===== src/rtl/ps2_event_rx_pkg.sv =====
// Shared definitions for the PS/2 event receiver: deframer state encodings,
// prefix byte values and the layout of one buffered key event.
package ps2_event_rx_pkg;

    localparam logic [1:0] ST_IDLE = 2'd0;
    localparam logic [1:0] ST_DATA = 2'd1;
    localparam logic [1:0] ST_PAR  = 2'd2;
    localparam logic [1:0] ST_STOP = 2'd3;

    localparam logic [7:0] PS2_PFX_EXT = 8'hE0;
    localparam logic [7:0] PS2_PFX_BRK = 8'hF0;

    localparam int EVT_W = 10;

    typedef struct packed {
        logic       ext;
        logic       brk;
        logic [7:0] code;
    } ps2_evt_t;

    // PS/2 uses odd parity: data bits plus parity bit must hold an odd number of ones.
    function automatic logic odd_parity_ok(input logic [7:0] data, input logic par);
        return ^{data, par};
    endfunction

endpackage


===== src/rtl/ps2_evt_fifo.sv =====
// Event FIFO for the PS/2 receiver: simultaneous push/pop always allowed,
// pushes into a full FIFO without a pop are dropped and flagged.
module ps2_evt_fifo #(
    parameter int DEPTH = 8,
    parameter int W     = 10,
    parameter int LW    = $clog2(DEPTH) + 1
) (
    input  logic          clk,
    input  logic          reset,
    input  logic          push,
    input  logic [W-1:0]  din,
    input  logic          pop,
    output logic [W-1:0]  dout,
    output logic          full,
    output logic          empty,
    output logic [LW-1:0] level,
    output logic          overflow
);

    localparam int AW = $clog2(DEPTH);

    logic [W-1:0]  mem [DEPTH];
    logic [AW-1:0] wr_ptr;
    logic [AW-1:0] rd_ptr;
    logic          do_push;
    logic          do_pop;

    assign empty = (level == '0);
    assign full  = (level == LW'(DEPTH));

    // A pop in the same cycle frees the slot, so a full FIFO still accepts the push.
    assign do_pop  = pop && !empty;
    assign do_push = push && (!full || do_pop);

    assign dout = mem[rd_ptr];

    always_ff @(posedge clk or posedge reset) begin
        if (reset) begin
            wr_ptr   <= '0;
            rd_ptr   <= '0;
            level    <= '0;
            overflow <= 1'b0;
            for (int i = 0; i < DEPTH; i++) begin
                mem[i] <= '0;
            end
        end else begin
            overflow <= push && full && !do_pop;
            if (do_push) begin
                mem[wr_ptr] <= din;
                wr_ptr      <= wr_ptr + 1'b1;
            end
            if (do_pop) begin
                rd_ptr <= rd_ptr + 1'b1;
            end
            level <= level + LW'(do_push) - LW'(do_pop);
        end
    end

endmodule


===== src/rtl/ps2_event_rx.sv =====
// PS/2 keyboard receiver: pin filtering, 11-bit deframing with parity/stop checks,
// per-frame watchdog, E0/F0 prefix folding and a valid/ready event FIFO.
module ps2_event_rx
    import ps2_event_rx_pkg::*;
#(
    parameter int FILTER_LEN  = 8,
    parameter int TIMEOUT_CYC = 5000,
    parameter int FIFO_DEPTH  = 8,
    parameter int LVL_W       = 4
) (
    input  logic             clk,
    input  logic             reset,
    input  logic             ps2c,
    input  logic             ps2d,
    output logic             evt_valid,
    input  logic             evt_ready,
    output logic [7:0]       evt_code,
    output logic             evt_ext,
    output logic             evt_brk,
    output logic [LVL_W-1:0] fifo_level,
    output logic             parity_err,
    output logic             frame_err,
    output logic             timeout,
    output logic             overflow
);

    localparam int FCW = (FILTER_LEN > 2) ? $clog2(FILTER_LEN) : 1;
    localparam int WDW = $clog2(TIMEOUT_CYC) + 1;

    logic            ps2c_s1;
    logic            ps2c_s2;
    logic            ps2d_s1;
    logic            ps2d_s2;
    logic            filt_c;
    logic            filt_c_d;
    logic [FCW-1:0]  filt_cnt;
    logic            fall;

    logic [1:0]      state;
    logic [2:0]      bitcnt;
    logic [7:0]      shreg;
    logic            par_bit;
    logic [WDW-1:0]  wd_cnt;
    logic            wd_fire;

    logic            acc_valid;
    logic [7:0]      acc_byte;
    logic            ext_flag;
    logic            brk_flag;
    logic            push;
    ps2_evt_t        push_evt;
    ps2_evt_t        head_evt;
    logic            fifo_full;
    logic            fifo_empty;

    always_ff @(posedge clk or posedge reset) begin
        if (reset) begin
            ps2c_s1 <= 1'b1;
            ps2c_s2 <= 1'b1;
            ps2d_s1 <= 1'b1;
            ps2d_s2 <= 1'b1;
        end else begin
            ps2c_s1 <= ps2c;
            ps2c_s2 <= ps2c_s1;
            ps2d_s1 <= ps2d;
            ps2d_s2 <= ps2d_s1;
        end
    end

    // Filtered clock flips only after FILTER_LEN back-to-back samples disagree with it.
    always_ff @(posedge clk or posedge reset) begin
        if (reset) begin
            filt_c   <= 1'b1;
            filt_c_d <= 1'b1;
            filt_cnt <= '0;
        end else begin
            filt_c_d <= filt_c;
            if (ps2c_s2 == filt_c) begin
                filt_cnt <= '0;
            end else if (filt_cnt == FCW'(FILTER_LEN - 1)) begin
                filt_c   <= ps2c_s2;
                filt_cnt <= '0;
            end else begin
                filt_cnt <= filt_cnt + 1'b1;
            end
        end
    end

    assign fall = filt_c_d && !filt_c;

    // A fall in the same cycle counts as progress, so it suppresses the watchdog.
    assign wd_fire = (state != ST_IDLE) && !fall && (wd_cnt == WDW'(TIMEOUT_CYC - 1));

    always_ff @(posedge clk or posedge reset) begin
        if (reset) begin
            state      <= ST_IDLE;
            bitcnt     <= '0;
            shreg      <= '0;
            par_bit    <= 1'b0;
            wd_cnt     <= '0;
            acc_valid  <= 1'b0;
            acc_byte   <= '0;
            parity_err <= 1'b0;
            frame_err  <= 1'b0;
            timeout    <= 1'b0;
        end else begin
            acc_valid  <= 1'b0;
            parity_err <= 1'b0;
            frame_err  <= 1'b0;
            timeout    <= 1'b0;

            if (state == ST_IDLE || fall) begin
                wd_cnt <= '0;
            end else begin
                wd_cnt <= wd_cnt + 1'b1;
            end

            if (wd_fire) begin
                state   <= ST_IDLE;
                bitcnt  <= '0;
                shreg   <= '0;
                par_bit <= 1'b0;
                timeout <= 1'b1;
            end else if (fall) begin
                case (state)
                    ST_IDLE: begin
                        if (!ps2d_s2) begin
                            state  <= ST_DATA;
                            bitcnt <= '0;
                        end
                    end
                    ST_DATA: begin
                        shreg  <= {ps2d_s2, shreg[7:1]};
                        bitcnt <= bitcnt + 1'b1;
                        if (bitcnt == 3'd7) begin
                            state <= ST_PAR;
                        end
                    end
                    ST_PAR: begin
                        par_bit <= ps2d_s2;
                        state   <= ST_STOP;
                    end
                    default: begin
                        // Parity is reported in preference to a bad stop bit.
                        state <= ST_IDLE;
                        if (!odd_parity_ok(shreg, par_bit)) begin
                            parity_err <= 1'b1;
                        end else if (!ps2d_s2) begin
                            frame_err <= 1'b1;
                        end else begin
                            acc_valid <= 1'b1;
                            acc_byte  <= shreg;
                        end
                    end
                endcase
            end
        end
    end

    assign push          = acc_valid && (acc_byte != PS2_PFX_EXT) && (acc_byte != PS2_PFX_BRK);
    assign push_evt.ext  = ext_flag;
    assign push_evt.brk  = brk_flag;
    assign push_evt.code = acc_byte;

    // Prefix flags accumulate until a real scancode consumes them or the frame stream breaks.
    always_ff @(posedge clk or posedge reset) begin
        if (reset) begin
            ext_flag <= 1'b0;
            brk_flag <= 1'b0;
        end else if (parity_err || frame_err || timeout || push) begin
            ext_flag <= 1'b0;
            brk_flag <= 1'b0;
        end else if (acc_valid) begin
            if (acc_byte == PS2_PFX_EXT) begin
                ext_flag <= 1'b1;
            end
            if (acc_byte == PS2_PFX_BRK) begin
                brk_flag <= 1'b1;
            end
        end
    end

    ps2_evt_fifo #(
        .DEPTH (FIFO_DEPTH),
        .W     (EVT_W),
        .LW    (LVL_W)
    ) u_fifo (
        .clk      (clk),
        .reset    (reset),
        .push     (push),
        .din      (push_evt),
        .pop      (evt_ready),
        .dout     (head_evt),
        .full     (fifo_full),
        .empty    (fifo_empty),
        .level    (fifo_level),
        .overflow (overflow)
    );

    assign evt_valid = !fifo_empty;
    assign evt_code  = head_evt.code;
    assign evt_ext   = head_evt.ext;
    assign evt_brk   = head_evt.brk;

    logic unused_full;
    assign unused_full = fifo_full;

endmodule

===== config.mk =====
export PLATFORM = sky130hd
export DESIGN_NAME = ps2_event_rx
export DESIGN_NICKNAME = d
export VERILOG_FILES = /design/src/rtl/ps2_event_rx_pkg.sv /design/src/rtl/ps2_evt_fifo.sv /design/src/rtl/ps2_event_rx.sv
export SDC_FILE = /design/constraint.sdc
export NUM_CORES = 1
export LEC_CHECK = 0
export ABC_AREA = 1
export CELL_PAD_IN_SITES_DETAIL_PLACEMENT = 1
export CELL_PAD_IN_SITES_GLOBAL_PLACEMENT = 1
export CORE_UTILIZATION = 52
export CTS_BUF_LIST = sky130_fd_sc_hd__clkbuf_4
export CTS_CLUSTER_DIAMETER = 120
export DETAILED_ROUTE_END_ITERATION = 12
export DONT_BUFFER_PORTS = 1
export PLACE_DENSITY_LB_ADDON = 0.1
export SYNTH_ARGS = -nofsm -noshare
export SYNTH_HDL_FRONTEND = slang
export SYNTH_SLANG_ARGS = --single-unit

===== constraint.sdc =====
create_clock -name clk -period 6.5 [get_ports clk]
set_input_delay 1.3 -clock clk [delete_from_list [all_inputs] [get_ports clk]]
set_output_delay 1.3 -clock clk [all_outputs]
set_load 0.01 [all_outputs]

# After elaboration in Yosys (flattened, before gate mapping)
# Index checks and enable logic that the tools add are counted.
# word_totals
register_bits	142
input_bits	5
output_inout_bits	19
word_cells	144
# op_classes
n_lt_le_gt_ge	3
mux	45
n_addsub	7
n_reduce_logical	40
eq_ne	13
bitwise	5
# ops
op	n
80-bit bitwise mux	1
10-bit binary-select mux with 3-bit select	1
10-bit demux with 3-bit select	1
10-bit two-way mux	3
1-bit two-way mux	24
8-bit two-way mux	3
8-bit equality test, second input constant	2
8-bit != test, second input constant	2
3-bit two-way mux	5
14-bit by 1-bit adder with 14-bit output, second input constant	1
14-bit by 13-bit equality test with 1-bit output, second input constant	1
14-bit two-way mux	1
2-bit nonzero test	7
3-bit by 1-bit adder with 3-bit output, second input constant	4
1-bit logical AND	10
2-bit AND reduction	5
9-bit XOR reduction	1
4-bit greater-or-equal comparator, second input constant	2
2-bit two-way mux	4
3-bit NOT with 4-bit output	2
3-bit equality test, second input constant	2
3-bit != test, second input constant	2
2-bit one-hot mux with 3 select lines	1
3-bit one-hot mux with 2 select lines	1
other kinds (16)	27

# Logic depth before layout (Yosys ltp)
# logic_depth
word_depth	7
mapped_depth	12
mapped_depth_nobuf	11

# Modules after synthesis
# A second synthesis with hierarchy kept.
# unflattened
cells_unflattened	923
area_unflattened_um2	7407.1
# by_module_without_submodules
mod	cells_per_inst	instances	seq_area_each_um2	area_per_inst_um2
ps2_evt_fifo	604	1	2277.2	4748.3
ps2_event_rx	319	1	1283.7	2658.8

# Least setup slack after synthesis
# No wires, ideal clock.
# synth_timing
kind	input to register
startpoint	in evt_ready
endpoint	reg u_fifo.level[2]
path_buffers	1
required_time_ns	6.376
stages	8
arrival_ns	2.451
setup_time_ns	0.124
slack_ns	3.924
cell_sequence	nand2_4 > nand3_2 > nand3_2 > inv_2 > buf_12 > ha_1 > fa_1 > xor2_1
# synth_between
elab_chain_cells	5
# synth_rtl
element	line	text
start, declared	ps2_event_rx.sv:16	input logic evt_ready,
1-bit logical AND	ps2_evt_fifo.sv:32	assign do_pop = pop && !empty;
1-bit logical OR	ps2_evt_fifo.sv:33	assign do_push = push && (!full || do_pop);
1-bit logical AND	ps2_evt_fifo.sv:33	
net u_fifo.do_push	ps2_evt_fifo.sv:25	logic do_push;
4-bit by 1-bit adder with 4-bit output	ps2_evt_fifo.sv:55	level <= level + LW'(do_push) - LW'(do_pop);
4-bit by 1-bit subtractor with 4-bit output	ps2_evt_fifo.sv:55	
end signal, assigned	ps2_evt_fifo.sv:55	
end, declared	ps2_evt_fifo.sv:16	output logic [LW-1:0] level,
# The timed path passes the listed nets, and every way through them passes these cells.
# A chain may end at the register's enable or synchronous reset.

# Worst setup path in the final report
# layout_timing
startpoint	reg u_fifo.rd_ptr[0]
endpoint	out evt_code[5]
# layout_between
elab_chain_cells	4
# layout_rtl
element	line	text
start, declared	ps2_evt_fifo.sv:24	logic [AW-1:0] rd_ptr;
start signal, assigned	ps2_evt_fifo.sv:53	rd_ptr <= rd_ptr + 1'b1;
3-bit NOT with 4-bit output (not written as such)	ps2_evt_fifo.sv:35	assign dout = mem[rd_ptr];
10-bit binary-select mux with 3-bit select	ps2_evt_fifo.sv:35	
10-bit two-way mux (not written as such) (2 in series)	ps2_evt_fifo.sv:35	
end, declared	ps2_event_rx.sv:17	output logic [7:0] evt_code,
# No other way between the ends. The select of a mux whose other input is x is not followed.

==> impl_metrics.csv <==
group,metric,value,unit
cts,post-cts-setup-buffers,0,
drt,dr_wl_met3,571,um
cts,cts.sinks,142,
timing,timing.final.crit_share,54.27,%
synth,synthesis.nets,797,
grt,grt_pass1_wl,28910,um
outcome,status,"completed",
synth,syn_avg_cell_area,9.281,sq um
timing,hold_violations,0,
cts,numCtsBuffers,17,
synth,ys_seq_area_share,49.57,%
placed_design,dp_hpwl,11420,um
setup_path,slowest_delay,400,ps
drt,met2_length,8868,um
cells_and_area,fillers,1569,
placed_design,pre_cts_slack,3610,ps
power_and_ir_drop,total_power,2.367,mW
setup_path,arrival,2230,ps
run,max_cap_violations,0,
drt,vias_per_cell,5.563,
min_path,worstHoldPathType,"register to register",
synth,syn_area,7183,sq um
cells_and_area,drive_gt1_share,24.13,%
cts,clk_pin_slew_worst_paths,110,ps
timing,rsz0062_at_grt,"false",
cts,ctsResizeCount,0,
grt,grt_usage,26.48,%
floorplanning,num_rows,42,
timing,min_period,3528,ps
setup_path,end_kind,"output port",
timing,worst_pin_slew,861.1,ps
floorplanning,pin_count,24,
power_and_ir_drop,power_density,319.5,nW/um^2
synth,synth_area_leader_cell,"dfrtp_1",
synth,synthFlopType,"dfrtp_1",
floorplanning,die_x,119.5,um
setup_path,path_cells,"inv_1 > buf_4 > nor2_1 > o32ai_1 > nand2_1 > nand2_1",
placed_design,dp.cells,920,
setup_path,worstSetupPathType,"register to output port",
cells_and_area,layout_commonest_cell,"nand2_1",
placed_design,port_buffers,0,
timing,setup_violations,0,
cts,htree_num_levels,4,
power_and_ir_drop,p_leak,3.512,nW
synth,synth_area_leaders,"dfrtp_1, o21ai_2, nand2_1, nand2_2, nor2_1",
drt,wirelength,17140,um
timing,whs,365.1,ps
setup_path,critPathTopFamily,"buffers and inverters",
synth,syn_inst,774,
cts,cts_hold_buf,0,
synth,yosys_register_bits,142,
cells_and_area,seq_area,3561,sq um
setup_path,path_buf_inv,2,
setup_path,critPathSlowestCell,"dfrtp_1",
grt,antenna_found_initial,0,
cells_and_area,mostFrequentLayoutCells,"nand2_1, dfrtp_1, nor2_1, nand2_2, o21ai_2",
placed_design,gp_congestion,0.7721,
floorplanning,fp.coreArea,13350,sq um
timing,layout_setup_ws,2972,ps
timing,clock_skew,16.14,ps
setup_path,crit_path_max_fanout,33,
cells_and_area,multi_input_area,3090,sq um
setup_path,cp.required,5200,ps
drt,met1Wirelength,7375,um
drt,wl_per_cell,18.03,um
synth,async_flop_share,100.0,%
cts,insertion_delay,570,ps
cells_and_area,fin_area,7411,sq um
cts,cts_root_buffer,"clkbuf_4",
power_and_ir_drop,ir_drop,167.8,uV
timing,fmax,283.5,MHz
drt,drt_iter0_drc,297,
cts,clockBufferDepth,2,
drt,antenna_left,0,
grt,grt_overflow,0,
timing,slew_viol_final,0,
floorplanning,die_area,14290,sq um
synth,yosysWarnings,0,
floorplanning,die_y,119.5,um
drt,first_pass_iters,4,
timing,setup_tns,0,ps
setup_path,cp-start-kind,"register",
setup_path,crit_path_frequent_cell,"nand2_1",
cells_and_area,diodes,0,
cells_and_area,final_util,55.52,%
cts,tritoncts,"yes",
synth,synth-edff-count,0,
synth,synthDistinctLibCells,38,
drt,drc,0,
cells_and_area,area_delta_synth_final,3.170,%
cells_and_area,nets,786,
grt,grt_pass1_vias,5739,
drt,vias,5290,
timing,max_slew_margin,42.60,%
placed_design,placed_area,7137,sq um
grt,grt_max_degree,76,
cells_and_area,stdcell_count,951,
synth,synth_top_area_share,47.38,%
floorplanning,initial_core_util,53.82,%
drt,routed.top_layer,"met4",
-- per-layer routing --
metal,track usage [%],vias up
li1,-,2514
met1,31.34,2694
met2,46.64,61
met3,5.561,21
met4,10.94,0
met5,0,-
-- registers in the layout, indices dropped and copies added, names as in the netlist, 2 cells and up --
name and count:
bitcnt 3, state 2, u_fifo.wr_ptr 3, acc_byte 8
filt_cnt 3, u_fifo.rd_ptr 3, u_fifo.mem 80, shreg 8
u_fifo.level 4, wd_cnt 14
-- layout make-up --
cell class	instances	area share (%)
Sequential cell	142	48.05
Multi-Input combinational cell	538	41.70
Inverter	60	3.174
Tap cell	176	2.971
Clock buffer	20	2.026
Clock inverter	11	1.671
Timing Repair Buffer	4	0.4052
-- cells by family after synthesis --
group | share of synthesized area [%]
and+or+nand+nor | 23.46
AOI/OAI and AO/OA | 15.07
muxes | 0.1568
xor gates and xnor gates | 1.097
adders and majority gates | 3.240
buffers and inverters | 7.403
DFF | 49.57
-- final timing paths --
check                                             startpoint                          to  slack (ps)  cells past startpoint
max in group asynchronous                              reset        shreg[6]$_DFFE_PP0P_        4430                      2
worst max-delay path            u_fifo.rd_ptr[0]$_DFFE_PP0P_                 evt_code[5]        2970                      6
worst min register to register             ps2d_s1$_DFF_PP1_           ps2d_s2$_DFF_PP1_         370                      0
worst min-delay path                       ps2d_s1$_DFF_PP1_           ps2d_s2$_DFF_PP1_         370                      0
worst max register to register     u_fifo.level[2]$_DFF_PP0_  u_fifo.mem[28]$_DFFE_PP0P_        4020                      9
min in group asynchronous                              reset         wd_cnt[9]$_DFF_PP0_         700                      1
-- where the power goes --
group	switching, mW	internal (mW)	total, mW
clock network	0.318	0.269	0.587
logic	0.531	0.234	0.765
registers	0.0712	0.945	1.02
total	0.920	1.45	2.37
-- synth_stat cells (all sizes together), types with 2 or more instances --
cell / instances
a21oi: 10
nand3: 38
o21ai: 121
nor2: 96
nand2: 209
dfstp: 6
nand3b: 3
ha: 17
nand4: 2
nor3: 6
clkbuf: 12
xor2: 7
xnor2: 2
dfrtp: 136
inv: 60
buf: 22
o32ai: 20
No activity file was read; power rests on OpenSTA's default activity.
